--- src/rtl/timer_multi.sv ---
// Multi-channel timer/compare block on the 68000-style 16-bit peripheral bus.
// NCH up-counters share one free-running prescaler; sticky match flags drive a maskable irq.
module timer_multi #(
   parameter int NCH     = 2,
   parameter int WIDTH   = 32,
   parameter int PRESC_W = 16
) (
   input  logic             clk,
   input  logic             reset_n,
   input  logic [15:0]      data_write,
   output logic [15:0]      data_read,
   input  logic [7:0]       addr,
   input  logic             uds,
   input  logic             lds,
   input  logic             rw,
   output logic             ack,
   output logic [NCH-1:0]   match,
   output logic             irq
);

   typedef enum logic {S_IDLE, S_WAIT} state_t;

   state_t               r_state;
   logic                 r_ack;
   logic [15:0]          r_data_read;
   logic [PRESC_W-1:0]   r_presc;
   logic [WIDTH-1:0]     r_count [NCH];
   logic [WIDTH-1:0]     r_cmp   [NCH];
   logic [4:0]           r_div   [NCH];
   logic [NCH-1:0]       r_en;
   logic [NCH-1:0]       r_os;
   logic [NCH-1:0]       r_ie;
   logic [NCH-1:0]       r_flag;
   logic [NCH-1:0]       r_match;

   logic                 w_access;
   logic                 w_wr;
   logic [3:0]           w_ch;
   logic [2:0]           w_off;
   logic [15:0]          w_lane;
   logic [15:0]          w_rd_word;
   logic                 w_unused_addr0;

   logic [WIDTH-1:0]     w_cnt_nx [NCH];
   logic [WIDTH-1:0]     w_cmp_nx [NCH];
   logic [4:0]           w_div_nx [NCH];
   logic [NCH-1:0]       w_en_nx;
   logic [NCH-1:0]       w_os_nx;
   logic [NCH-1:0]       w_ie_nx;
   logic [NCH-1:0]       w_flag_nx;
   logic [NCH-1:0]       w_hit;

   function automatic logic [15:0] lane_merge(input logic [15:0] old_v,
                                              input logic [15:0] new_v,
                                              input logic        up,
                                              input logic        lo);
      logic [15:0] res;
      res = old_v;
      if (up) res[15:8] = new_v[15:8];
      if (lo) res[7:0]  = new_v[7:0];
      return res;
   endfunction

   function automatic logic [4:0] clamp_div(input logic [4:0] d);
      if (int'(d) >= PRESC_W) return 5'(PRESC_W - 1);
      return d;
   endfunction

   assign w_access       = (r_state == S_IDLE) && (uds || lds);
   assign w_wr           = w_access && !rw;
   assign w_ch           = addr[7:4];
   assign w_off          = addr[3:1];
   assign w_lane         = {{8{uds}}, {8{lds}}};
   assign w_unused_addr0 = addr[0];

   // Register map read mux; unmapped offsets and absent channels fall through to 0.
   always_comb begin
      w_rd_word = 16'h0000;
      for (int n = 0; n < NCH; n++) begin
         if (w_ch == 4'(n)) begin
            case (w_off)
               3'd0:    w_rd_word = 16'(32'(r_count[n]) >> 16);
               3'd1:    w_rd_word = 16'(32'(r_count[n]));
               3'd2:    w_rd_word = 16'(32'(r_cmp[n]) >> 16);
               3'd3:    w_rd_word = 16'(32'(r_cmp[n]));
               3'd4:    w_rd_word = {8'h00, r_div[n], r_ie[n], r_os[n], r_en[n]};
               3'd5:    w_rd_word = {15'h0000, r_flag[n]};
               default: w_rd_word = 16'h0000;
            endcase
         end
      end
   end

   // Tick update first, then bus writes overlay only the bytes they strobe.
   always_comb begin
      logic [PRESC_W-1:0] w_mask;
      logic [WIDTH-1:0]   w_inc;
      logic [31:0]        w_c32;
      logic [31:0]        w_m32;
      logic               w_tick;
      logic               w_sel;
      w_mask = '0;
      w_inc  = '0;
      w_c32  = '0;
      w_m32  = '0;
      w_tick = 1'b0;
      w_sel  = 1'b0;
      for (int n = 0; n < NCH; n++) begin
         w_mask       = ~({PRESC_W{1'b1}} << r_div[n]);
         w_tick       = (r_presc & w_mask) == w_mask;
         w_hit[n]     = r_en[n] && w_tick && (r_count[n] == r_cmp[n]);
         w_inc        = r_count[n] + WIDTH'(1);
         w_en_nx[n]   = (w_hit[n] && r_os[n]) ? 1'b0 : r_en[n];
         w_os_nx[n]   = r_os[n];
         w_ie_nx[n]   = r_ie[n];
         w_div_nx[n]  = r_div[n];
         w_flag_nx[n] = r_flag[n];
         if (w_hit[n])
            w_c32 = 32'h0;
         else if (r_en[n] && w_tick)
            w_c32 = 32'(w_inc);
         else
            w_c32 = 32'(r_count[n]);
         w_m32 = 32'(r_cmp[n]);
         w_sel = w_wr && (w_ch == 4'(n));
         if (w_sel) begin
            case (w_off)
               3'd0: w_c32[31:16] = lane_merge(w_c32[31:16], data_write, uds, lds);
               3'd1: w_c32[15:0]  = lane_merge(w_c32[15:0],  data_write, uds, lds);
               3'd2: w_m32[31:16] = lane_merge(w_m32[31:16], data_write, uds, lds);
               3'd3: w_m32[15:0]  = lane_merge(w_m32[15:0],  data_write, uds, lds);
               3'd4: if (lds) begin
                  w_en_nx[n]  = data_write[0];
                  w_os_nx[n]  = data_write[1];
                  w_ie_nx[n]  = data_write[2];
                  w_div_nx[n] = clamp_div(data_write[7:3]);
               end
               3'd5: if (lds && data_write[0]) w_flag_nx[n] = 1'b0;
               default: ;
            endcase
         end
         if (w_hit[n]) w_flag_nx[n] = 1'b1;
         w_cnt_nx[n] = WIDTH'(w_c32);
         w_cmp_nx[n] = WIDTH'(w_m32);
      end
   end

   always_ff @(posedge clk) begin
      if (!reset_n) begin
         r_state     <= S_IDLE;
         r_ack       <= 1'b0;
         r_data_read <= 16'h0000;
         r_presc     <= '0;
         r_en        <= '0;
         r_os        <= '0;
         r_ie        <= '0;
         r_flag      <= '0;
         r_match     <= '0;
         for (int n = 0; n < NCH; n++) begin
            r_count[n] <= '0;
            r_cmp[n]   <= '0;
            r_div[n]   <= '0;
         end
      end else begin
         r_presc <= r_presc + PRESC_W'(1);
         r_en    <= w_en_nx;
         r_os    <= w_os_nx;
         r_ie    <= w_ie_nx;
         r_flag  <= w_flag_nx;
         r_match <= w_hit;
         for (int n = 0; n < NCH; n++) begin
            r_count[n] <= w_cnt_nx[n];
            r_cmp[n]   <= w_cmp_nx[n];
            r_div[n]   <= w_div_nx[n];
         end
         r_ack <= 1'b0;
         case (r_state)
            S_IDLE: if (uds || lds) begin
               r_ack   <= 1'b1;
               r_state <= S_WAIT;
               if (rw) r_data_read <= w_rd_word & w_lane;
            end
            S_WAIT: if (!uds && !lds) r_state <= S_IDLE;
            default: r_state <= S_IDLE;
         endcase
      end
   end

   assign data_read = r_data_read;
   assign ack       = r_ack;
   assign match     = r_match;
   assign irq       = |(r_flag & r_ie);

endmodule

--- config.mk ---
export PLATFORM = sky130hd
export DESIGN_NAME = timer_multi
export DESIGN_NICKNAME = d
export VERILOG_FILES = /design/src/rtl/timer_multi.sv
export SDC_FILE = /design/constraint.sdc
export NUM_CORES = 1
export LEC_CHECK = 0
export BUFFER_PORTS_ARGS = -buffer_cell sky130_fd_sc_hd__buf_4
export CAP_MARGIN = 30
export CORE_MARGIN = 2
export CORE_UTILIZATION = 48
export DETAILED_ROUTE_END_ITERATION = 8
export PLACE_DENSITY = 0.69
export REMOVE_ABC_BUFFERS = 1
export SLEW_MARGIN = 20
export SYNTH_ARGS = -nofsm -noshare
export SYNTH_HDL_FRONTEND = slang
export SYNTH_SLANG_ARGS = --single-unit
--- constraint.sdc ---
create_clock -name clk -period 2.55 [get_ports clk]
set_input_delay 0.51 -clock clk [delete_from_list [all_inputs] [get_ports clk]]
set_output_delay 0.51 -clock clk [all_outputs]
set_load 0.005 [all_outputs]
==> results by group, run 1 <==
Worst setup path
  – Crit path cell chain: nand2_2 > a2111oi_1 > o2111ai_1 > or3_1 > buf_12 > nor4_2 > xnor2_1 > o22ai_1
  – CP Launch Type: flop
  – Arrival @ worst endpoint: 2.77 ns
  – R2R depth: 8
  – Critical path class: reg -> reg
  – CP max-delay cell: a2111oi_1
  – Worst path max stage delay: 0.42 ns
  – Critical path endpoint category: flop
  – Worst endpoint required time: between 2 and 3 ns
  – Worst Path Max Fanout: 24

Placement
  – Placed inst area: roughly 0.011 mm^2
  – Number of port buffers: 47
  – Hpwl dp: 23.60 mm
  – Placed insts: roughly 1600
  – Placer Congestion: around 0.95

CTS
  – # clock sinks: 182
  – CTS Buf Count: 17
  – Hold Buf Count CTS: 0
  – Worst-skew pair later-pin latency: 0.45 ns
  – Clock tree buffer depth: 2
  – H-tree level count: 4
  – Reg clk slew, reported paths: 0.07 ns
  – TritonCTS clock tree: yes
  – CTS root buf: clkbuf_16

Finish
  – Commonest non-fill, non-tap cell in the layout: dfxtp_1
  – Layout cells sized above 1: between 10 and 15%
  – Finished Layout Cells: 1591
  – Final #Nets: roughly 1300
  – Synthesis-to-finish area growth: 17.06%
  – Design area: 0.01152 mm^2
  – Diode count: 0
  – Commonest non-fill, non-tap cells in the layout: 179 x dfxtp_1, 172 x nand2_1, 117 x nand3_1
  – Fin util: 57.11%

Die
  – Rows: 52
  – Die height: 147.2 um
  – Die W: ~150 um
  – Die area: around 0.022 mm^2
  – Initial Utilization: between 40 and 50%
  – Core Area: between 0.02 and 0.025 mm^2
  – I/O pin total: 49

STA
  – Max Slew Vio Count: 0
  – Worst clock skew: 0.01237 ns
  – Minimum clock period: 2.465 ns
  – Worst-margin pin slew: around 0.59 ns
  – Normalized max-slew margin: about three fifths
  – Final count of hold timing violations: 0
  – Period utilization: 96.65%
  – # setup viols final: 0
  – Max Fclk: approximately 400 MHz

Global routing
  – Largest net degree at the start of global routing: 117
  – First-pass GRT wire length: 51.63 mm
  – Vias in the first global route: 8999
  – GRT Util Overall: 30.79%
  – Antenna violations before repair: 0
  – Grt total ovfl: 0

Logic synthesis
  – Asr flop ratio synth: 0%
  – Cell Area, Synth: 0.009839 mm^2
  – Yosys warns: 0
  – Seq/Total Area, Yosys: 37.03%
  – Unique masters post-synth: 58
  – Post-synth EDFFs: 0
  – Mapped Cells: roughly 1300
  – Prevailing post-synth register cell: dfxtp_1
  – Mean Syn Cell Area: 7.803 um^2
  – #FFs+latches synth: 182

Power and ir drop
  – P_sw: between 1 and 1.5 mW
  – Power share of the clock group: 45.5%
  – Logic pwr share: 5.9%
  – Sw frac: 24.54%
  – Sequential power share: around half
  – Leak: 4.312 nW
  – Worst vdd ir: 0.4054 mV
  – P_int: between 4 and 5 mW
  – Pwr/cell area: 510.7 mW/mm^2

Detailed routing
  – Via density per instance: 6.225
  – TritonRoute pass-1 iters: 7
  – Post-route DRC violation count: 0
  – Final wirelength: approximately 33 mm
  – Met2 routed WL: 15.20 mm
  – Post-route ant nets: 0
  – Top sig layer: met4
  – Vias: 9904
  – DR WL/cell: ~21 um
  – Starting DRT DRC Count: 1144
  – WL met1: ~14 mm
  – Metal3 WL: 2.519 mm

Run
  – MaxCap Viol Count: 0

Worst hold path
  – Type of the worst min-delay path: in -> reg
  – Min-Delay Path Depth: 3

Status
  – Outcome: completed
[per-layer routing]
layer / GRT usage, % / vias up
met4: 13.46 / 0
met1: 42.34 / 4713
met2: 48.36 / 460
li1: - / 4642
met3: 4.317 / 89
met5: 0 / -
[per-stage QoR]
stage	hold slack [ns]	setup slack, ns	total power [mW]	TNS [ns]
floorplan	0.4267	-2.137	3.052	-171.87
global placement	0.4656	0.04472	3.260	0
detailed placement	0.4725	0.01701	3.262	0
CTS	0.3522	0.002378	5.898	0
global route	0.3577	-0.04691	6.046	-0.1401
finish	0.3634	0.08548	5.883	0
[final timing paths]
check	startpoint	to	slack [ns]
max	r_presc[4]	r_count[0][46]	0.09
min	uds	r_state	0.36
max reg2reg	r_presc[4]	r_count[0][46]	0.09
min reg2reg	r_os[0]	r_os[0]	0.48
[worst max-delay path: cells and delay by family (launching register included)]
| family | cells | cell delay (ns) |
|---|---|---|
| AO/OA/AOI/OAI | 3 | 0.78 |
| flip-flops | 1 | 0.38 |
| XOR/XNOR | 1 | 0.16 |
| buffers and inverters | 1 | 0.18 |
| AND/OR/NAND/NOR | 3 | 0.82 |
[cells by family after synthesis]
logic type | count (synthesis) | synth area share [%]
AND/OR/NAND/NOR | 528 | 26.35
AO/OA/AOI/OAI | 302 | 19.14
flip-flops | 182 | 37.03
XOR/XNOR | 130 | 11.57
buffers and inverters | 103 | 4.145
multiplexers | 13 | 1.386
adder cells (fa/ha/maj) | 3 | 0.3815
[state kept, by name (all words and copies together) (netlist names)]
| name | cells |
|---|---|
| match | 2 |
| r_os | 2 |
| r_count | 64 |
| r_div | 10 |
| r_flag | 2 |
| data_read | 16 |
| r_cmp | 64 |
| r_state | 1 |
| ack | 1 |
| r_ie | 2 |
| r_en | 2 |
| r_presc | 16 |
[what timing repair did]
item	4_1_cts	5_1_grt
gates resized for setup	0	15
setup endpoints to repair	0	42
endpoints found under the hold margin	0	0
buffers inserted	0	1
[area by class of cell]
cell class              instances  area, um^2
multi-input cells             976        5881
fillers                      1916        8651
repair buffers                123        1036
inverters                       9       35.03
clock inverters                11       125.1
well taps                     270       337.8
clock buffers                  20       456.7
flip-flops and latches        182        3647
[Yosys cell counts (2+ instances only)]
| master | number | area [um^2] |
|---|---|---|
| a21oi_1 | 111 | 555.5 |
| or3_1 | 10 | 62.56 |
| nand2_1 | 173 | 649.4 |
| and3_1 | 22 | 137.6 |
| a2111oi_0 | 2 | 17.52 |
| and2_0 | 2 | 12.51 |
| nand2b_1 | 3 | 18.77 |
| a21boi_0 | 3 | 22.52 |
| a32oi_1 | 15 | 131.4 |
| a22o_1 | 9 | 78.83 |
| ha_1 | 3 | 37.54 |
| a211oi_1 | 10 | 75.07 |
| a221oi_1 | 8 | 70.07 |
| o22ai_2 | 2 | 25.02 |
| xnor2_1 | 40 | 350.3 |
| o21ai_1 | 25 | 125.1 |
| a22oi_1 | 41 | 307.8 |
| nor2_1 | 68 | 255.2 |
| mux2_2 | 5 | 56.30 |
| and4_1 | 9 | 78.83 |
| xor2_1 | 90 | 788.3 |
| a21o_1 | 2 | 15.01 |
| o21ai_0 | 24 | 120.1 |
| dfxtp_1 | 182 | 3643 |
| buf_6 | 2 | 22.52 |
| nor2b_1 | 13 | 81.33 |
| a31oi_1 | 7 | 43.79 |
| nor3_1 | 31 | 155.2 |
| clkbuf_1 | 76 | 285.3 |
| o22ai_1 | 28 | 175.2 |
| nor4_2 | 5 | 62.56 |
| o211ai_1 | 5 | 37.54 |
| buf_2 | 5 | 25.02 |
| nor4_1 | 20 | 125.1 |
| nand4_1 | 34 | 212.7 |
| mux2i_1 | 8 | 80.08 |
| buf_1 | 11 | 41.29 |
| o31ai_1 | 2 | 15.01 |
| nand3_1 | 118 | 590.6 |
| and2_1 | 11 | 68.82 |
| inv_1 | 8 | 30.03 |
| o2111ai_1 | 2 | 17.52 |
[power groups by stage]
stage / Clock [mW] / Combinational (mW) / Sequential (mW)
finish: 2.68 / 0.346 / 2.86
global route: 2.82 / 0.363 / 2.86
CTS: 2.70 / 0.338 / 2.86
detailed placement: 0 / 0.336 / 2.93
global placement: 0 / 0.335 / 2.93
floorplan: 0 / 0.129 / 2.92
Note: power is estimated with default switching activity, not from simulation.
==> run 2: changes to the inputs <==
PLACE_DENSITY = 0.71   (was 0.69)
clock period = 2.5 ns   (was 2.55 ns; I/O delays follow)
==> run 2 against run 1 <==
The flow now finishes with violations (setup timing). Fmax down 2.4%. Core utilization up 0.12 points. Via count up 1.3%. Non-clock buffer count up 9. Cell area up 0.22%. Sequential power up 2%. Sequential share of layout area down 0.058 points. Clock power about the same. Worst hold slack worse by 0.017 ns. Global-route usage down 0.31 points. Critical endpoint is now r_count[0][2].
==> results by group, run 2 (same netlist as run 1, synthesis figures left out) <==
Placement
  – Setup Slack @ Placement: -0.01797 ns (-0.03498 ns)
  – Placer Congestion: 0.9785 (+2.8%)
  – Placed inst area: 0.01091 mm^2 (+0.46%)
  – Number of port buffers: 47 (unchanged)
  – Hpwl dp: 23.44 mm (-0.67%)

STA
  – Period utilization: 101.0% (+4.4 points)
  – Final count of hold timing violations: 0 (unchanged)
  – Worst clock skew: 0.02116 ns (+0.008793 ns)
  – Normalized max-slew margin: 61.70% (+1.2 points)
  – RSZ-0062 raised after global routing: yes
  – Max Slew Vio Count: 0 (unchanged)
  – Minimum clock period: 2.526 ns (+0.06125 ns)
  – Max Fclk: 395.9 MHz (-2.4%)
  – # setup viols final: 8 (+8)
  – Worst-margin pin slew: 0.5731 ns (-0.01591 ns)
  – Setup ws final: -0.02577 ns (-0.1112 ns)

CTS
  – # clock sinks: 182 (unchanged)
  – TritonCTS clock tree: yes
  – Reg clk slew, reported paths: 0.07 ns (about the same)
  – Clock tree buffer depth: 2 (unchanged)
  – Worst-skew pair later-pin latency: 0.45 ns (about the same)
  – Hold Buf Count CTS: 0 (unchanged)
  – CTS Buf Count: 17 (unchanged)
  – H-tree level count: 4 (unchanged)
  – CTS root buf: clkbuf_16

Run
  – MaxCap Viol Count: 0 (unchanged)

Finish
  – Synthesis-to-finish area growth: 17.32%
  – Commonest non-fill, non-tap cell in the layout: dfxtp_1
  – Register area: 0.003649 mm^2 (about the same)
  – Commonest non-fill, non-tap cells in the layout: 178 x dfxtp_1, 172 x nand2_1, 125 x buf_4
  – Final #Nets: 1350 (+0.67%)
  – # fillers: 1907 (-0.47%)
  – Area occupied by multi-input gates: 0.005869 mm^2 (-0.19%)
  – Largest regs: r_cmp x64, r_count x64
  – Design area: 0.01154 mm^2 (+0.22%)
  – Diode count: 0 (unchanged)
  – Layout cells sized above 1: 14.65% (+0.57 points)

Detailed routing
  – Final wirelength: 33.34 mm (-0.38%)
  – Post-route DRC violation count: 0 (unchanged)
  – DR WL/cell: 20.83 um (-1.0%)
  – Vias: 10029 (+1.3%)
  – Via density per instance: 6.264 (+0.63%)
  – Post-route ant nets: 0 (unchanged)
  – TritonRoute pass-1 iters: 6 (-1)
  – Starting DRT DRC Count: 1208 (+5.6%)

Worst hold path
  – Type of the worst min-delay path: in -> reg

Worst setup path
  – CP bufs+invs: 0 (-1)
  – CP Launch Type: flop
  – Arrival @ worst endpoint: 2.86 ns (+0.09 ns)
  – Worst path max stage delay: 0.52 ns (+0.10 ns)
  – Critical path class: reg -> reg
  – Worst endpoint required time: 2.83 ns (-0.03 ns)
  – CP max-delay cell: nor4_2
  – Worst Path Max Fanout: 8 (-67%)
  – Flop-to-flop setup slack: -0.03 ns (-0.11 ns)
  – Critical path endpoint category: flop
  – Cell mode on critical path: a21oi_1
  – Crit path cell chain: or3_1 > a21oi_1 > o2111ai_1 > nor4_2 > a21oi_1 > a21boi_2 > a22o_1
  – Top delay family on crit path: compound AO/OA/AOI/OAI gates

Global routing
  – Vias in the first global route: 9280 (+3.1%)
  – GRT Util Overall: 30.48% (-0.31 points)
  – Antenna violations before repair: 0 (unchanged)
  – First-pass GRT wire length: 51.73 mm (+0.19%)
  – Largest net degree at the start of global routing: 117 (unchanged)
  – Grt total ovfl: 0 (unchanged)

Die
  – Core Area: 0.02017 mm^2 (unchanged)
  – Die area: 0.02166 mm^2 (unchanged)
  – Die height: 147.2 um (unchanged)
  – I/O pin total: 49 (unchanged)
  – Rows: 52 (unchanged)
  – Die W: 147.2 um (unchanged)
  – Initial Utilization: 48.78% (unchanged)

Power and ir drop
  – Logic pwr share: 6.0% (about the same)
  – Worst vdd ir: 0.4151 mV (+2.4%)
  – Sequential power share: 48.8% (+0.2 points)
  – Sw frac: 25.39% (+0.85 points)
  – P_int: 4.457 mW (+0.40%)
  – P_sw: 1.517 mW (+5.1%)
  – Leak: 4.347 nW (+0.83%)
  – Power share of the clock group: 45.2% (-0.3 points)
  – Pwr/cell area: 517.5 mW/mm^2 (+1.3%)

Status
  – Outcome: finished with violations
  – Failing checks: setup timing
## run 2: metrics by stage
stage               util (%)  TNS [ns]  hold slack, ns  cells  power [mW]
floorplan                  -   -177.75          0.4267   1167       3.113
global placement       54.09         0          0.4441   1569       3.328
detailed placement     54.09  -0.09157          0.4514   1569       3.329
CTS                    56.97         0          0.3269   1601       5.988
global route           57.23   -0.8556          0.3555   1601       6.147
finish                 57.23   -0.1353          0.3465   1601       5.974
## run 2: what timing repair did
action	in CTS	in global routing
setup endpoints to repair	8	60
resized for setup	1	14
buffers inserted	0	0
pin swaps	0	2
## run 2: power groups by stage
stage	sequential, mW	clock, mW	combinational (mW)
global placement	2.98	0	0.344
floorplan	2.98	0	0.132
global route	2.92	2.86	0.374
CTS	2.92	2.73	0.347
finish	2.92	2.70	0.360
detailed placement	2.98	0	0.345
## run 2: layout make-up
cell class / instances / area share [%]
clock buffer: 21 / 3.989
clock inverter: 11 / 0.9863
inverter: 9 / 0.3035
multi-input combinational: 976 / 50.85
sequential: 182 / 31.61
tap: 270 / 2.927
timing repair buffer: 132 / 9.343
## run 2: per-layer routing
metal  up-vias  global-route usage [%]  routed length, um
li1       4664                       -                  -
met1      4696                   40.47              13750
met2       557                   47.94              15080
met3       112                   6.801               3031
met4         0                   12.93               1474
met5         -                       0                  0
## run 2: worst reg2reg max path: cells and delay by family, from the launching register on
family	cells	cell delay, ns
AOI/OAI and AO/OA	5	1.14
DFF	1	0.36
and+or+nand+nor	2	0.93
## run 2: final timing paths
path,end,from,cells past startpoint
hold reg to reg,ack,r_state,1
hold / removal,r_state,uds,3
setup / recovery,r_count[0][2],r_div[0][2],7
setup reg to reg,r_count[0][2],r_div[0][2],7
